[src/rtl/bus_arbiter.sv]
// bus_arbiter: round-robin arbiter that forwards one cache-side SystemBus
// request at a time to memory, with optional invalidation (snoop) of all
// masters after a write when BUS_ARBITER_SNOOP_EN is defined.
// Ports:
//   clk, rst                 sole clock, synchronous active-high reset
//   m_rw_valid/m_rw_ready    per-master request / one-cycle completion pulse
//   m_rw_addr/we/w_mask/w_data/w_ce  packed per-master request fields
//   m_r_data                 shared read data (valid only with m_rw_ready)
//   m_inv_valid/addr/ready   invalidation channel (tied off without snoop)
//   mem_rw_*, mem_w_*        forwarded request to memory
//   mem_rw_ready, mem_r_data memory completion and read data
module bus_arbiter #(
    parameter int N_MASTERS  = 2,
    parameter int ADDR_WIDTH = 32,
    parameter int WIDTH      = 128,
    localparam int MASKW     = WIDTH / 8
) (
    input  logic                          clk,
    input  logic                          rst,
    input  logic [N_MASTERS-1:0]          m_rw_valid,
    output logic [N_MASTERS-1:0]          m_rw_ready,
    input  logic [N_MASTERS*ADDR_WIDTH-1:0] m_rw_addr,
    input  logic [N_MASTERS-1:0]          m_rw_we,
    input  logic [N_MASTERS*MASKW-1:0]    m_w_mask,
    input  logic [N_MASTERS*WIDTH-1:0]    m_w_data,
    input  logic [N_MASTERS-1:0]          m_w_ce,
    output logic [WIDTH-1:0]              m_r_data,
    output logic [N_MASTERS-1:0]          m_inv_valid,
    output logic [ADDR_WIDTH-1:0]         m_inv_addr,
    input  logic [N_MASTERS-1:0]          m_inv_ready,
    output logic                          mem_rw_valid,
    output logic [ADDR_WIDTH-1:0]         mem_rw_addr,
    output logic                          mem_rw_we,
    output logic [MASKW-1:0]              mem_w_mask,
    output logic [WIDTH-1:0]              mem_w_data,
    output logic                          mem_w_ce,
    input  logic                          mem_rw_ready,
    input  logic [WIDTH-1:0]              mem_r_data
);

    localparam int GW = (N_MASTERS > 2) ? 2 : 1;

    typedef enum logic [1:0] {
        IDLE = 2'd0,
        MEM  = 2'd1,
        INV  = 2'd2,
        RESP = 2'd3
    } state_t;

    state_t state, state_d;

    logic [GW-1:0]         last_grant;
    logic [GW-1:0]         grant_q;
    logic [ADDR_WIDTH-1:0] addr_q;
    logic                  we_q;
    logic [MASKW-1:0]      mask_q;
    logic [WIDTH-1:0]      wdata_q;
    logic                  ce_q;
    logic [WIDTH-1:0]      rdata_q;

    logic                  any;
    logic [GW-1:0]         pick;
    logic [GW-1:0]         idx;

    // Round-robin search from last_grant+1 with wrap. Iterating from the
    // farthest offset down lets the nearest requester overwrite the pick.
    always_comb begin
        any  = 1'b0;
        pick = '0;
        idx  = '0;
        for (int i = N_MASTERS; i >= 1; i--) begin
            idx = GW'((int'(last_grant) + i) % N_MASTERS);
            if (m_rw_valid[idx]) begin
                pick = idx;
                any  = 1'b1;
            end
        end
    end

`ifdef BUS_ARBITER_SNOOP_EN
    logic [N_MASTERS-1:0] done;

    always_ff @(posedge clk) begin
        if (rst) begin
            done <= '0;
        end else if (state == MEM && mem_rw_ready) begin
            done <= '0;
        end else if (state == INV) begin
            done <= done | m_inv_ready;
        end
    end
`else
    logic unused_inv;
    assign unused_inv = ^m_inv_ready;
`endif

    always_ff @(posedge clk) begin
        if (rst) begin
            state <= IDLE;
        end else begin
            state <= state_d;
        end
    end

    always_ff @(posedge clk) begin
        if (rst) begin
            last_grant <= GW'(N_MASTERS - 1);
            grant_q    <= '0;
            addr_q     <= '0;
            we_q       <= 1'b0;
            mask_q     <= '0;
            wdata_q    <= '0;
            ce_q       <= 1'b0;
            rdata_q    <= '0;
        end else begin
            if (state == IDLE && any) begin
                grant_q <= pick;
                addr_q  <= m_rw_addr[int'(pick)*ADDR_WIDTH +: ADDR_WIDTH];
                we_q    <= m_rw_we[pick];
                mask_q  <= m_w_mask[int'(pick)*MASKW +: MASKW];
                wdata_q <= m_w_data[int'(pick)*WIDTH +: WIDTH];
                ce_q    <= m_w_ce[pick];
            end
            if (state == MEM && mem_rw_ready) begin
                rdata_q <= mem_r_data;
            end
            if (state == RESP) begin
                last_grant <= grant_q;
            end
        end
    end

    always_comb begin
        state_d      = state;
        m_rw_ready   = '0;
        m_r_data     = '0;
        m_inv_valid  = '0;
        m_inv_addr   = '0;
        mem_rw_valid = 1'b0;
        mem_rw_addr  = '0;
        mem_rw_we    = 1'b0;
        mem_w_mask   = '0;
        mem_w_data   = '0;
        mem_w_ce     = 1'b0;
        unique case (state)
            IDLE: begin
                if (any) state_d = MEM;
            end
            MEM: begin
                mem_rw_valid = 1'b1;
                mem_rw_addr  = addr_q;
                mem_rw_we    = we_q;
                mem_w_mask   = mask_q;
                mem_w_data   = wdata_q;
                mem_w_ce     = ce_q;
                if (mem_rw_ready) begin
`ifdef BUS_ARBITER_SNOOP_EN
                    state_d = we_q ? INV : RESP;
`else
                    state_d = RESP;
`endif
                end
            end
            INV: begin
`ifdef BUS_ARBITER_SNOOP_EN
                // Writer is invalidated too: caches do not self-update.
                m_inv_valid = ~done;
                m_inv_addr  = addr_q;
                if (&(done | m_inv_ready)) state_d = RESP;
`else
                state_d = IDLE;
`endif
            end
            RESP: begin
                for (int i = 0; i < N_MASTERS; i++) begin
                    m_rw_ready[i] = (grant_q == GW'(i));
                end
                m_r_data = rdata_q;
                state_d  = IDLE;
            end
            default: state_d = IDLE;
        endcase
    end

endmodule

[config.mk]
export PLATFORM = sky130hd
export DESIGN_NAME = bus_arbiter
export DESIGN_NICKNAME = d
export VERILOG_FILES = /design/src/rtl/bus_arbiter.sv
export SDC_FILE = /design/constraint.sdc
export NUM_CORES = 1
export LEC_CHECK = 0
export BUFFER_PORTS_ARGS = -buffer_cell sky130_fd_sc_hd__buf_4
export CORE_AREA = 2 2 325 327
export DETAILED_ROUTE_END_ITERATION = 8
export DIE_AREA = 0 0 327 329
export HOLD_SLACK_MARGIN = 0.1
export PLACE_DENSITY = 0.37
export SLEW_MARGIN = 20
export SYNTH_ARGS = -nofsm -noshare
export SYNTH_HDL_FRONTEND = slang
export SYNTH_SLANG_ARGS = --single-unit
[constraint.sdc]
create_clock -name clk -period 3.71 [get_ports clk]
set_clock_uncertainty 0.1 [all_clocks]
set_input_delay 0.371 -clock clk [delete_from_list [all_inputs] [get_ports clk]]
set_output_delay 0.371 -clock clk [all_outputs]
set_load 0.01 [all_outputs]
# Word-level counts from Yosys, hierarchy flattened
# Cells that the tools add are included.
# W data, S select, Z words.
[totals]
register_bits = 310
in_bits = 491
[op_classes]
add_sub_neg = 2
order_cmp = 3
n_eq_ne = 5
n_shift = 3
mux = 23
bitwise = 1
n_reduce_logical = 5
[op_table]
columns = ["operator", "n"]
rows = [
  ["$mux W128", 2],
  ["$shiftx A256 B9 Y128", 1],
  ["$shiftx A64 B7 Y32", 1],
  ["$mux W32", 1],
  ["$shiftx A32 B6 Y16", 1],
  ["$mux W16", 1],
  ["$mux W1", 15],
  ["$lt A1 B2 Y1 const B", 3],
  ["$mux W2", 3],
  ["$pmux W2 S3", 1],
  ["$eq A2 B2 Y1 const B", 2],
  ["$ne A2 B2 Y1 const B", 2],
  ["$add A1 B1 Y1 const B", 2],
  ["$eq A2 B1 Y1 const B", 1],
  ["$logic_and A1 B1 Y1", 2],
  ["$logic_not A2 Y1", 1],
  ["$reduce_and A2 Y1", 1],
  ["$reduce_or A2 Y1", 1],
  ["$not A1 Y1", 1],
]

# Logic depth before layout (Yosys ltp)
[logic_depth]
depth_word = 7
depth_mapped = 7

# Worst setup path before layout
# OpenSTA, ideal clock, no wires.
[synth_path]
path_type = "register to output"
start = "register state[0]"
end = "output port mem_rw_addr[12]"
arrival_time_ns = 1.373
setup_slack_ns = 1.866
path_stages_with_launch = 7
path_buffers = 4
path_cell_list = "dfxtp_1 buf_2 nor2b_1 buf_2 clkbuf_1 clkbuf_1 and2_1"
[synth_between]
elab_chain_len = 2
[synth_lines]
columns = ["item", "line_no", "rtl"]
rows = [
  ["from (decl)", "50", "state_t state, state_d;"],
  ["from (signal assigned)", "101", "state <= state_d;"],
  ["$eq A2 B1 Y1", "145", "unique case (state)"],
  ["$mux W32", "145", ""],
  ["to (decl)", "32", "output logic [ADDR_WIDTH-1:0] mem_rw_addr,"],
]
# Every way passes these cells.

# Worst setup path after layout
[layout_path]
start = "register state[0]"
end = "output port mem_w_data[1]"
[layout_between]
elab_chain_len = 2
[layout_lines]
columns = ["item", "line_no", "rtl"]
rows = [
  ["$eq A2 B1 Y1", "145", ""],
  ["$mux W128", "145", ""],
  ["to (decl)", "35", "output logic [WIDTH-1:0] mem_w_data,"],
]
# Every way passes these cells.

==> reports/qor.csv <==
metric,value,unit
dpl.hpwl,56910,um
place_inst,3992,
grt_max_degree,116,
cts_root_buf,clkbuf_16,
peakVddDrop,0.0002979,V
setup_viol,0,
critPathCaptureType,primary output,
ys.flop_type,dfxtp_1,
fp.dieH,329,um
avgSynthCellArea,7.842,um2
worstMarginPinSlew,1.032,ns
gr-total-overflow,0,
drtIter0Drc,718,
yosysTopAreaCellShare,0.4005,
path_common_cell,buf_4,
top_usage_layer,met2,
ys_seq_area_frac,0.4005,
holdPathEnd,state[1]$_SDFFE_PP0P_,
cp_top_family,buffers and inverters,
dieArea,107600,um2
routed_wl,83720,um
grt_pass1_wl,122900,um
synth.most_common_cell,nand2_1,
max_stage_delay,0.54,ns
drive_above_1_share,0.3206,
ys_ff_latch,310,
cts_tree,built,
rrSetupSlack,0.90,ns
fillers,11540,
final-hold-violation-count,0,
max_freq,0.3392,GHz
ant_nets,0,
period_minus_slack,2.948,ns
reg2reg_from,last_grant$_SDFFE_PP1N_,
numPortBuffers,797,
synth.area.top_cells,"dfxtp_1 (40%), nand2_1 (15%), a21oi_1 (9.9%), a311oi_2 (9.7%), and2_1 (7.2%)",
grt_util_met2,0.2482,
synth.top_cells.by_count,"nand2_1 (614), dfxtp_1 (310), a21oi_1 (307), and2_1 (178), clkbuf_1 (141)",
hp-class,primary input to register,
cp_slowest_cell,buf_4,
reg2reg_depth,5,
tns,0,ns
synth-edff-count,0,
final_cell_count_no_fill,4563,
rows,119,
path_cells,"nor2b_4, buf_4, and2_1, buf_4",
ctsResizeCount,0,
postCtsSetupBuffers,0,
grt_pass1_vias,19230,
slew_headroom,0.3121,
outcome,"complete, no violations",
track_usage,0.1477,
clk_latency,0.59,ns
async_flop_share,0,
hold_path_startpoint,mem_rw_ready,
regArea,6213,um2
path_class,register to primary output,
vias,18480,
drt_drc_violations_left,0,
drtPass1Iterations,6,
clock_sinks,310,
rsz0062_at_grt,false,
leakagePower,0.01304,uW
finalMaxSlewViolations,0,
critical_path_depth,4,
htreeDepth,2,
gp_congestion,0.7783,
path_max_fanout,64,
clk_path_buf_depth,3,
antenna_found_initial,12,
initial_core_util,0.1485,
powerDensity,366.0,nW/um2
design.core.area,104400,um2
r2r-end,mask_q[8]$_SDFFE_PP0P_,
path_buf_inv,2,
met1_usage,0.1759,
hold_buffers,485,
wl_per_cell,18.35,um
synth_area_leader_cell,dfxtp_1,
cts_buffers,44,
arrival,2.48,ns
synth_cells,1976,
post-route-period-util,0.7947,
hold_path_depth,4,
synth_cell_types,24,
cp.required,3.24,ns
vias_per_cell,4.050,
yosys_warnings,0,
drv_cap,0,
grtUsageMet3,0.05311,
layout.nets,3623,
path_clk_slew,0.05,ns
multi_input_area,8215,um2
die_w,327,um
startpoint_type,register,
ioPinCount,834,
syn_to_final_growth,87.27,%
syn_area,15490,um2
worst min-delay path: cells and delay by family:
family	cells	cell delay (ns)
buffers and inverters	2	0.33
AND/OR/NAND/NOR	2	0.23
cells in the final DEF, fill, tap and decap left out, drive strengths merged:
cell type,Yosys,final
a21bo,2,2
nor2,4,4
buf,104,837
dlygate4sd3,0,485
inv,0,1
and3b,1,1
nor2b,1,1
a21boi,1,1
or2,1,1
and3,129,129
conb,1,34
dfxtp,310,310
nand2,614,614
nand3b,1,1
a21oi,307,307
and2,179,179
bufinv,0,3
nor3,1,1
diode,0,6
a311oi,178,178
clkbuf,141,68
a211o,1,1
clkinv,0,8
registers in the layout, indices dropped and copies added (netlist names):
| name | flops |
|---|---|
| grant_q | 1 |
| state | 2 |
| ce_q | 1 |
| last_grant | 1 |
| we_q | 1 |
| mask_q | 16 |
| addr_q | 32 |
| rdata_q | 128 |
| wdata_q | 128 |
where the power goes:
| part | switching [uW] | internal [uW] |
|---|---|---|
| Sequential | 143 | 3600 |
| Clock | 1740 | 2630 |
| Combinational | 1170 | 1330 |
| Total | 3060 | 7560 |
kinds of logic after synthesis:
logic type,synth area share
AOI/OAI and AO/OA,0.2425
buffers and inverters,0.07930
and+or+nand+nor,0.2775
other,0.0002420
DFF,0.4005
through the flow:
stage / util / total power (uW) / worst slack [ns] / hold WS [ns] / area, um2
2_1_floorplan: - / 4831 / 1.866 / 0.3319 / 15620
3_3_place_gp: 0.2173 / 5793 / 1.372 / 0.3389 / 22690
3_5_place_dp: 0.2173 / 5795 / 1.355 / 0.3443 / 22690
4_1_cts: 0.2779 / 10860 / 0.6702 / 0.2229 / 29000
5_1_grt: 0.2780 / 11200 / 0.5616 / 0.2698 / 29020
6_report: 0.2780 / 10620 / 0.7616 / 0.2835 / 29020
layer usage:
| metal | vias to the layer above | part of all wire |
|---|---|---|
| li1 | 9034 | - |
| met1 | 8751 | 0.42 |
| met2 | 592 | 0.48 |
| met3 | 99 | 0.082 |
| met4 | 6 | 0.026 |
| met5 | - | 0.00041 |
worst max-delay path by stage:
stage                                     start              end  slack (ns)
final                     state[0]$_SDFFE_PP0P_    mem_w_data[1]        0.76
after detailed placement  state[0]$_SDFFE_PP0P_    mem_w_data[1]        1.35
after global placement    state[0]$_SDFFE_PP0P_    mem_w_data[1]        1.37
after CTS                 state[0]$_SDFFE_PP0P_    mem_w_data[1]        0.67
after floorplan           state[0]$_SDFFE_PP0P_  mem_rw_addr[12]        1.87
after global routing      state[0]$_SDFFE_PP0P_    m_rw_ready[0]        0.56
final cells by class:
cell class	instances	area share
Tap cell	1391	0.05998
Timing Repair Buffer	1322	0.3919
Antenna cell	6	0.0005174
Sequential cell	310	0.2141
Multi-Input combinational cell	1454	0.2831
Clock buffer	68	0.04519
Clock inverter	12	0.005174
Power figures use the tool's default switching activity.
